File: src/rtl/ps2_pkg.sv
// rtl/ps2_pkg.sv - shared states, frame size and command bytes for the PS/2 host path
package ps2_pkg;

    typedef enum logic [2:0] {
        ST_IDLE,
        ST_INHIBIT,
        ST_START,
        ST_SHIFT,
        ST_ACK,
        ST_WAIT_IDLE,
        ST_DONE,
        ST_ERR
    } ps2_state_t;

    localparam int FRAME_BITS = 10;

    localparam logic [7:0] CMD_SET_LED = 8'hED;
    localparam logic [7:0] CMD_ENABLE  = 8'hF4;
    localparam logic [7:0] CMD_RESET   = 8'hFF;

    function automatic logic odd_parity(input logic [7:0] d);
        return ~^d;
    endfunction

endpackage

File: src/rtl/ps2_line_sync.sv
// rtl/ps2_line_sync.sv - 2-FF synchronizer, 4-sample glitch filter and fall detector for one PS/2 line
module ps2_line_sync (
    input  logic i_clk,
    input  logic i_clrn,
    input  logic i_line,
    output logic o_filt,
    output logic o_fall
);

    logic [1:0] r_sync;
    logic [3:0] r_hist;
    logic       r_filt;
    logic       r_filt_d;

    // Idle PS/2 lines float high, so everything resets to 1 to avoid a spurious fall.
    always_ff @(posedge i_clk or negedge i_clrn) begin
        if (!i_clrn) begin
            r_sync   <= 2'b11;
            r_hist   <= 4'hF;
            r_filt   <= 1'b1;
            r_filt_d <= 1'b1;
        end else begin
            r_sync   <= {r_sync[0], i_line};
            r_hist   <= {r_hist[2:0], r_sync[1]};
            if (r_hist == 4'hF) begin
                r_filt <= 1'b1;
            end else if (r_hist == 4'h0) begin
                r_filt <= 1'b0;
            end
            r_filt_d <= r_filt;
        end
    end

    assign o_filt = r_filt;
    assign o_fall = r_filt_d & ~r_filt;

endmodule

File: src/rtl/ps2_host_tx.sv
// rtl/ps2_host_tx.sv - host-to-device PS/2 command transmitter with open-drain line control
module ps2_host_tx
    import ps2_pkg::*;
#(
    parameter int INHIBIT_CYCLES    = 5000,
    parameter int START_HOLD_CYCLES = 50,
    parameter int TIMEOUT_CYCLES    = 750000
) (
    input  logic       i_clk,
    input  logic       i_clrn,
    input  logic       i_wr,
    input  logic [7:0] i_din,
    input  logic       i_ps2_clk_in,
    input  logic       i_ps2_data_in,
    output logic       o_ps2_clk_drv,
    output logic       o_ps2_data_drv,
    output logic       o_busy,
    output logic       o_done,
    output logic       o_err,
    output logic       o_rx_inhibit
);

    localparam int MAX_A = (INHIBIT_CYCLES > START_HOLD_CYCLES) ? INHIBIT_CYCLES : START_HOLD_CYCLES;
    localparam int MAX_CNT = (TIMEOUT_CYCLES > MAX_A) ? TIMEOUT_CYCLES : MAX_A;
    localparam int CNT_W = $clog2(MAX_CNT + 1);

    ps2_state_t                r_state;
    ps2_state_t                w_next_state;
    logic [CNT_W-1:0]          r_cnt;
    logic [3:0]                r_bit;
    logic [FRAME_BITS-1:0]     r_frame;
    logic                      r_data_drv;
    logic [1:0]                r_data_sync;
    logic                      w_clk_filt;
    logic                      w_clk_fall;
    logic                      w_data;
    logic                      w_timeout;

    ps2_line_sync u_clk_sync (
        .i_clk  (i_clk),
        .i_clrn (i_clrn),
        .i_line (i_ps2_clk_in),
        .o_filt (w_clk_filt),
        .o_fall (w_clk_fall)
    );

    assign w_data    = r_data_sync[1];
    assign w_timeout = (r_state inside {ST_SHIFT, ST_ACK, ST_WAIT_IDLE})
                       && (r_cnt == CNT_W'(TIMEOUT_CYCLES - 1));

    always_ff @(posedge i_clk or negedge i_clrn) begin
        if (!i_clrn) begin
            r_state <= ST_IDLE;
        end else begin
            r_state <= w_next_state;
        end
    end

    always_comb begin
        w_next_state = r_state;
        case (r_state)
            ST_IDLE:      if (i_wr) w_next_state = ST_INHIBIT;
            ST_INHIBIT:   if (r_cnt == CNT_W'(INHIBIT_CYCLES - 1)) w_next_state = ST_START;
            ST_START:     if (r_cnt == CNT_W'(START_HOLD_CYCLES - 1)) w_next_state = ST_SHIFT;
            ST_SHIFT: begin
                if (w_timeout) w_next_state = ST_ERR;
                else if (w_clk_fall && r_bit == 4'(FRAME_BITS - 1)) w_next_state = ST_ACK;
            end
            ST_ACK: begin
                if (w_timeout) w_next_state = ST_ERR;
                else if (w_clk_fall) w_next_state = w_data ? ST_ERR : ST_WAIT_IDLE;
            end
            ST_WAIT_IDLE: begin
                if (w_timeout) w_next_state = ST_ERR;
                else if (w_clk_filt && w_data) w_next_state = ST_DONE;
            end
            ST_DONE:      w_next_state = ST_IDLE;
            ST_ERR:       w_next_state = ST_IDLE;
            default:      w_next_state = ST_IDLE;
        endcase
    end

    always_comb begin
        o_ps2_clk_drv  = 1'b0;
        o_ps2_data_drv = r_data_drv;
        o_busy         = 1'b0;
        o_done         = 1'b0;
        o_err          = 1'b0;
        if (r_state inside {ST_INHIBIT, ST_START}) o_ps2_clk_drv = 1'b1;
        if (!(r_state inside {ST_IDLE, ST_DONE, ST_ERR})) o_busy = 1'b1;
        if (r_state == ST_DONE) o_done = 1'b1;
        if (r_state == ST_ERR) o_err = 1'b1;
        o_rx_inhibit = o_busy;
    end

    // One counter serves inhibit, start hold and the frame timeout; it keeps running
    // across SHIFT -> ACK -> WAIT_IDLE so the timeout spans the whole frame.
    always_ff @(posedge i_clk or negedge i_clrn) begin
        if (!i_clrn) begin
            r_cnt       <= '0;
            r_bit       <= '0;
            r_frame     <= '0;
            r_data_drv  <= 1'b0;
            r_data_sync <= 2'b11;
        end else begin
            r_data_sync <= {r_data_sync[0], i_ps2_data_in};

            if (w_next_state != r_state && (w_next_state inside {ST_INHIBIT, ST_START, ST_SHIFT})) begin
                r_cnt <= '0;
            end else if (r_state inside {ST_INHIBIT, ST_START, ST_SHIFT, ST_ACK, ST_WAIT_IDLE}) begin
                r_cnt <= r_cnt + 1'b1;
            end else begin
                r_cnt <= '0;
            end

            if (r_state == ST_IDLE && i_wr) begin
                r_frame <= {1'b1, odd_parity(i_din), i_din};
            end

            if (r_state == ST_START) begin
                r_bit <= '0;
            end

            if (r_state == ST_INHIBIT && w_next_state == ST_START) begin
                r_data_drv <= 1'b1;
            end else if (w_next_state inside {ST_IDLE, ST_DONE, ST_ERR}) begin
                r_data_drv <= 1'b0;
            end else if (r_state == ST_SHIFT && w_clk_fall) begin
                r_data_drv <= ~r_frame[0];
                r_frame    <= r_frame >> 1;
                r_bit      <= r_bit + 4'd1;
            end
        end
    end

endmodule

File: config.mk
export PLATFORM = sky130hd
export DESIGN_NAME = ps2_host_tx
export DESIGN_NICKNAME = d
export VERILOG_FILES = /design/src/rtl/ps2_pkg.sv /design/src/rtl/ps2_line_sync.sv /design/src/rtl/ps2_host_tx.sv
export SDC_FILE = /design/constraint.sdc
export NUM_CORES = 1
export LEC_CHECK = 0
export CORE_UTILIZATION = 58
export CTS_BUF_LIST = sky130_fd_sc_hd__clkbuf_8
export CTS_CLUSTER_SIZE = 12
export DETAILED_ROUTE_END_ITERATION = 6
export PLACE_DENSITY = 0.75
export SKIP_CTS_REPAIR_TIMING = 1
export SYNTH_ARGS = -nofsm -noshare
export SYNTH_HDL_FRONTEND = slang
export SYNTH_SLANG_ARGS = --single-unit
export TNS_END_PERCENT = 50
File: constraint.sdc
create_clock -name i_clk -period 2.7 [get_ports i_clk]
set_input_delay 0.27 -clock i_clk [delete_from_list [all_inputs] [get_ports i_clk]]
set_output_delay 0.27 -clock i_clk [all_outputs]
set_load 0.05 [all_outputs]
==> metrics.cfg <==
[outcome]
status=completed

[grt]
grt_max_degree=49
grt.overflow.total=0
grt_pass1_wl_um=7850
grt_use_total_pct=23.5
grt_pass1_vias=1701
antenna_found_initial=0

[yosys]
synthTopCellsByCount=dfrtp_1, nor2_1, nand2_1
post-synth-top-count-cell=dfrtp_1
synth-edff-count=0
synth_seq_cells=48
ys_warn_count=0
synthArstFlopShare_pct=100
synthFlopType=dfrtp_1
syn_nets=272
syn_inst=255
synthSimpleGateAreaFrac_pct=23.2
yosys-top-cells-area=dfrtp_1, dfstp_2, xnor2_1
yosysSeqAreaShare_pct=49.2
syn_area_um2=2460
synth_compound_area_share_pct=8.27
synth_top_cell_by_area=dfrtp_1
synthMuxAreaShare_pct=4.52
avgSynthCellArea_um2=9.67
synth-xor-area-share_pct=9.24
synthAdderAreaFrac_pct=2.03
synth_top_family_by_area=simple AND/OR/NAND/NOR gates
yosysUniqueCellTypes=43
synth_top_area_share_pct=38.6

[clocking]
root_buffer=clkbuf_8
cts_tree=done
numCtsBuffers=5
clock_latency_ns=0.31
htreeDepth=2
clk_path_buf_depth=2
path_clk_slew_ns=0.10
clkSinkCount=48

[detailed_routing]
wl_per_cell_um=14.3
top_layer_used=met4
wl_met1_um=2210
drc=0
met3_length_um=169
wirelength_um=4680
routed_via_density=5.66
drtAntennaViolNets=0
first_pass_iters=4
wl_met2_um=2250
routed-via-count=1850
drt_iter0_markers=154

[floorplan]
num_io_pins=19
rows=23
dieHeight_um=67.2
start_util_pct=61.2
die_area_um2=4510
die_w_um=67.2
core_um2=4030

[power]
leakage_uw=0.00112
peakVddDrop_mv=0.512
p_per_area_nw_per_um2=465
p_total_uw=1310

[setup_path]
cp_num_buf_inv=1
worstPathRequired_ns=2.89
cp.arrival_ns=2.76
crit_family=simple AND/OR/NAND/NOR gates
critical_path.startpoint_type=register
cp_max_fo=10
worstPathCellList=or4_1 -> or4_1 -> or4_4 -> a311oi_2 -> buf_4 -> nor2_1
critPathMaxStageDelay_ns=0.51
crit_type=register to register
crit_slowest_cell=or4_1
crit_top_cell=or4_1
end_kind=register

[sta]
hold_violations=0
final.min_clock_period_ns=2.57
holdWs_ns=0.136
worstMarginPinSlew_ns=1.03
slew_headroom_pct=31.4
setup_viol=0
fin_crit_sh_pct=95.3
slew_viol_final=0
clock_skew_ns=0.0153
rsz0062_at_grt=false
fmax_mhz=389
worst_slack_ns=0.127
fin_setup_tns_ns=0

[final_layout]
fillers=326
drive_above_1_share_pct=10.8
syn2layout_area_growth_pct=14.0
diodes=0
final_nets=293

[placement]
io_buffers=18
hpwlAfterDp_um=3430
pre_cts_ws_ns=0.169
gp_congestion=0.896

[min_path]
hold_class=primary input to asynchronous set/reset pin

[flow_run]
drv_cap=0

==> routing by layer <==
layer	up-vias	track usage (%)
met1	890	33.8
met4	0	6.38
met3	5	5.57
met5	-	0
met2	33	35.4
li1	922	-
==> cell families (layout without fill, tap and decap cells) <==
group                      count (synthesis)  after routing
xor gates and xnor gates                  26             26
muxes                                     11             11
and+or+nand+nor                          114            114
buffers and inverters                     18             40
AOI/OAI and AO/OA                         34             34
DFF                                       48             48
adders and majority gates                  4              4
==> final cells by class <==
cell class / instances / area [um^2] / share of cell area (%)
multi-input cells: 189 / 1170 / 41.7
well taps: 50 / 62.6 / 2.23
clock inverters: 3 / 38.8 / 1.38
flip-flops and latches: 48 / 1210 / 43.2
inverters: 7 / 26.3 / 0.935
clock buffers: 5 / 68.8 / 2.45
repair buffers: 25 / 228 / 8.11
==> sequential cells by signal (all words and copies together) (netlist names) <==
signal	count
o_ps2_data_drv	1
r_bit	4
r_cnt	20
r_data_sync	2
r_frame	10
r_state	3
u_clk_sync.o_filt	1
u_clk_sync.r_filt_d	1
u_clk_sync.r_hist	4
u_clk_sync.r_sync	2
==> metrics by stage <==
stage	cell area [um^2]	cells	util [%]
6_report	2810	327	69.7
2_1_floorplan	2460	255	-
5_1_grt	2810	327	69.7
3_5_place_dp	2700	319	67.0
4_1_cts	2810	327	69.7
3_3_place_gp	2700	319	67.0
==> placed cells by master (no fill, tap or decap), types with 4 or more instances in the layout <==
cell type	n
dfrtp_1	38
nor2_1	36
nand2_1	26
xnor2_1	20
o21ai_0	17
clkdlybuf4s50_1	17
mux2i_1	10
dfstp_2	10
nand3_1	9
inv_1	8
nor3_1	8
buf_4	7
a21oi_1	6
xor2_1	6
clkbuf_8	5
nand4_1	4
and3_1	4
ha_1	4
==> power breakdown <==
part	switching [uW]	internal, uW	leakage [uW]
clock network	236	271	0.0000593
logic	29.8	30.2	0.000504
registers	5.69	734	0.000562
total	272	1040	0.00112
==> path summary, 6_finish.rpt <==
check                               start             end  slack (ns)  cells after the start
max                             r_cnt[14]       r_cnt[12]        0.13                      6
min                                i_clrn        r_bit[0]        0.14                      1
min in group i_clk         r_data_sync[0]  r_data_sync[1]        0.36                      0
min reg2reg                r_data_sync[0]  r_data_sync[1]        0.36                      0
max in group asynchronous          i_clrn      r_frame[9]        1.92                      1
max reg2reg                     r_cnt[14]       r_cnt[12]        0.13                      6
No activity file was read; power rests on OpenSTA's default activity.
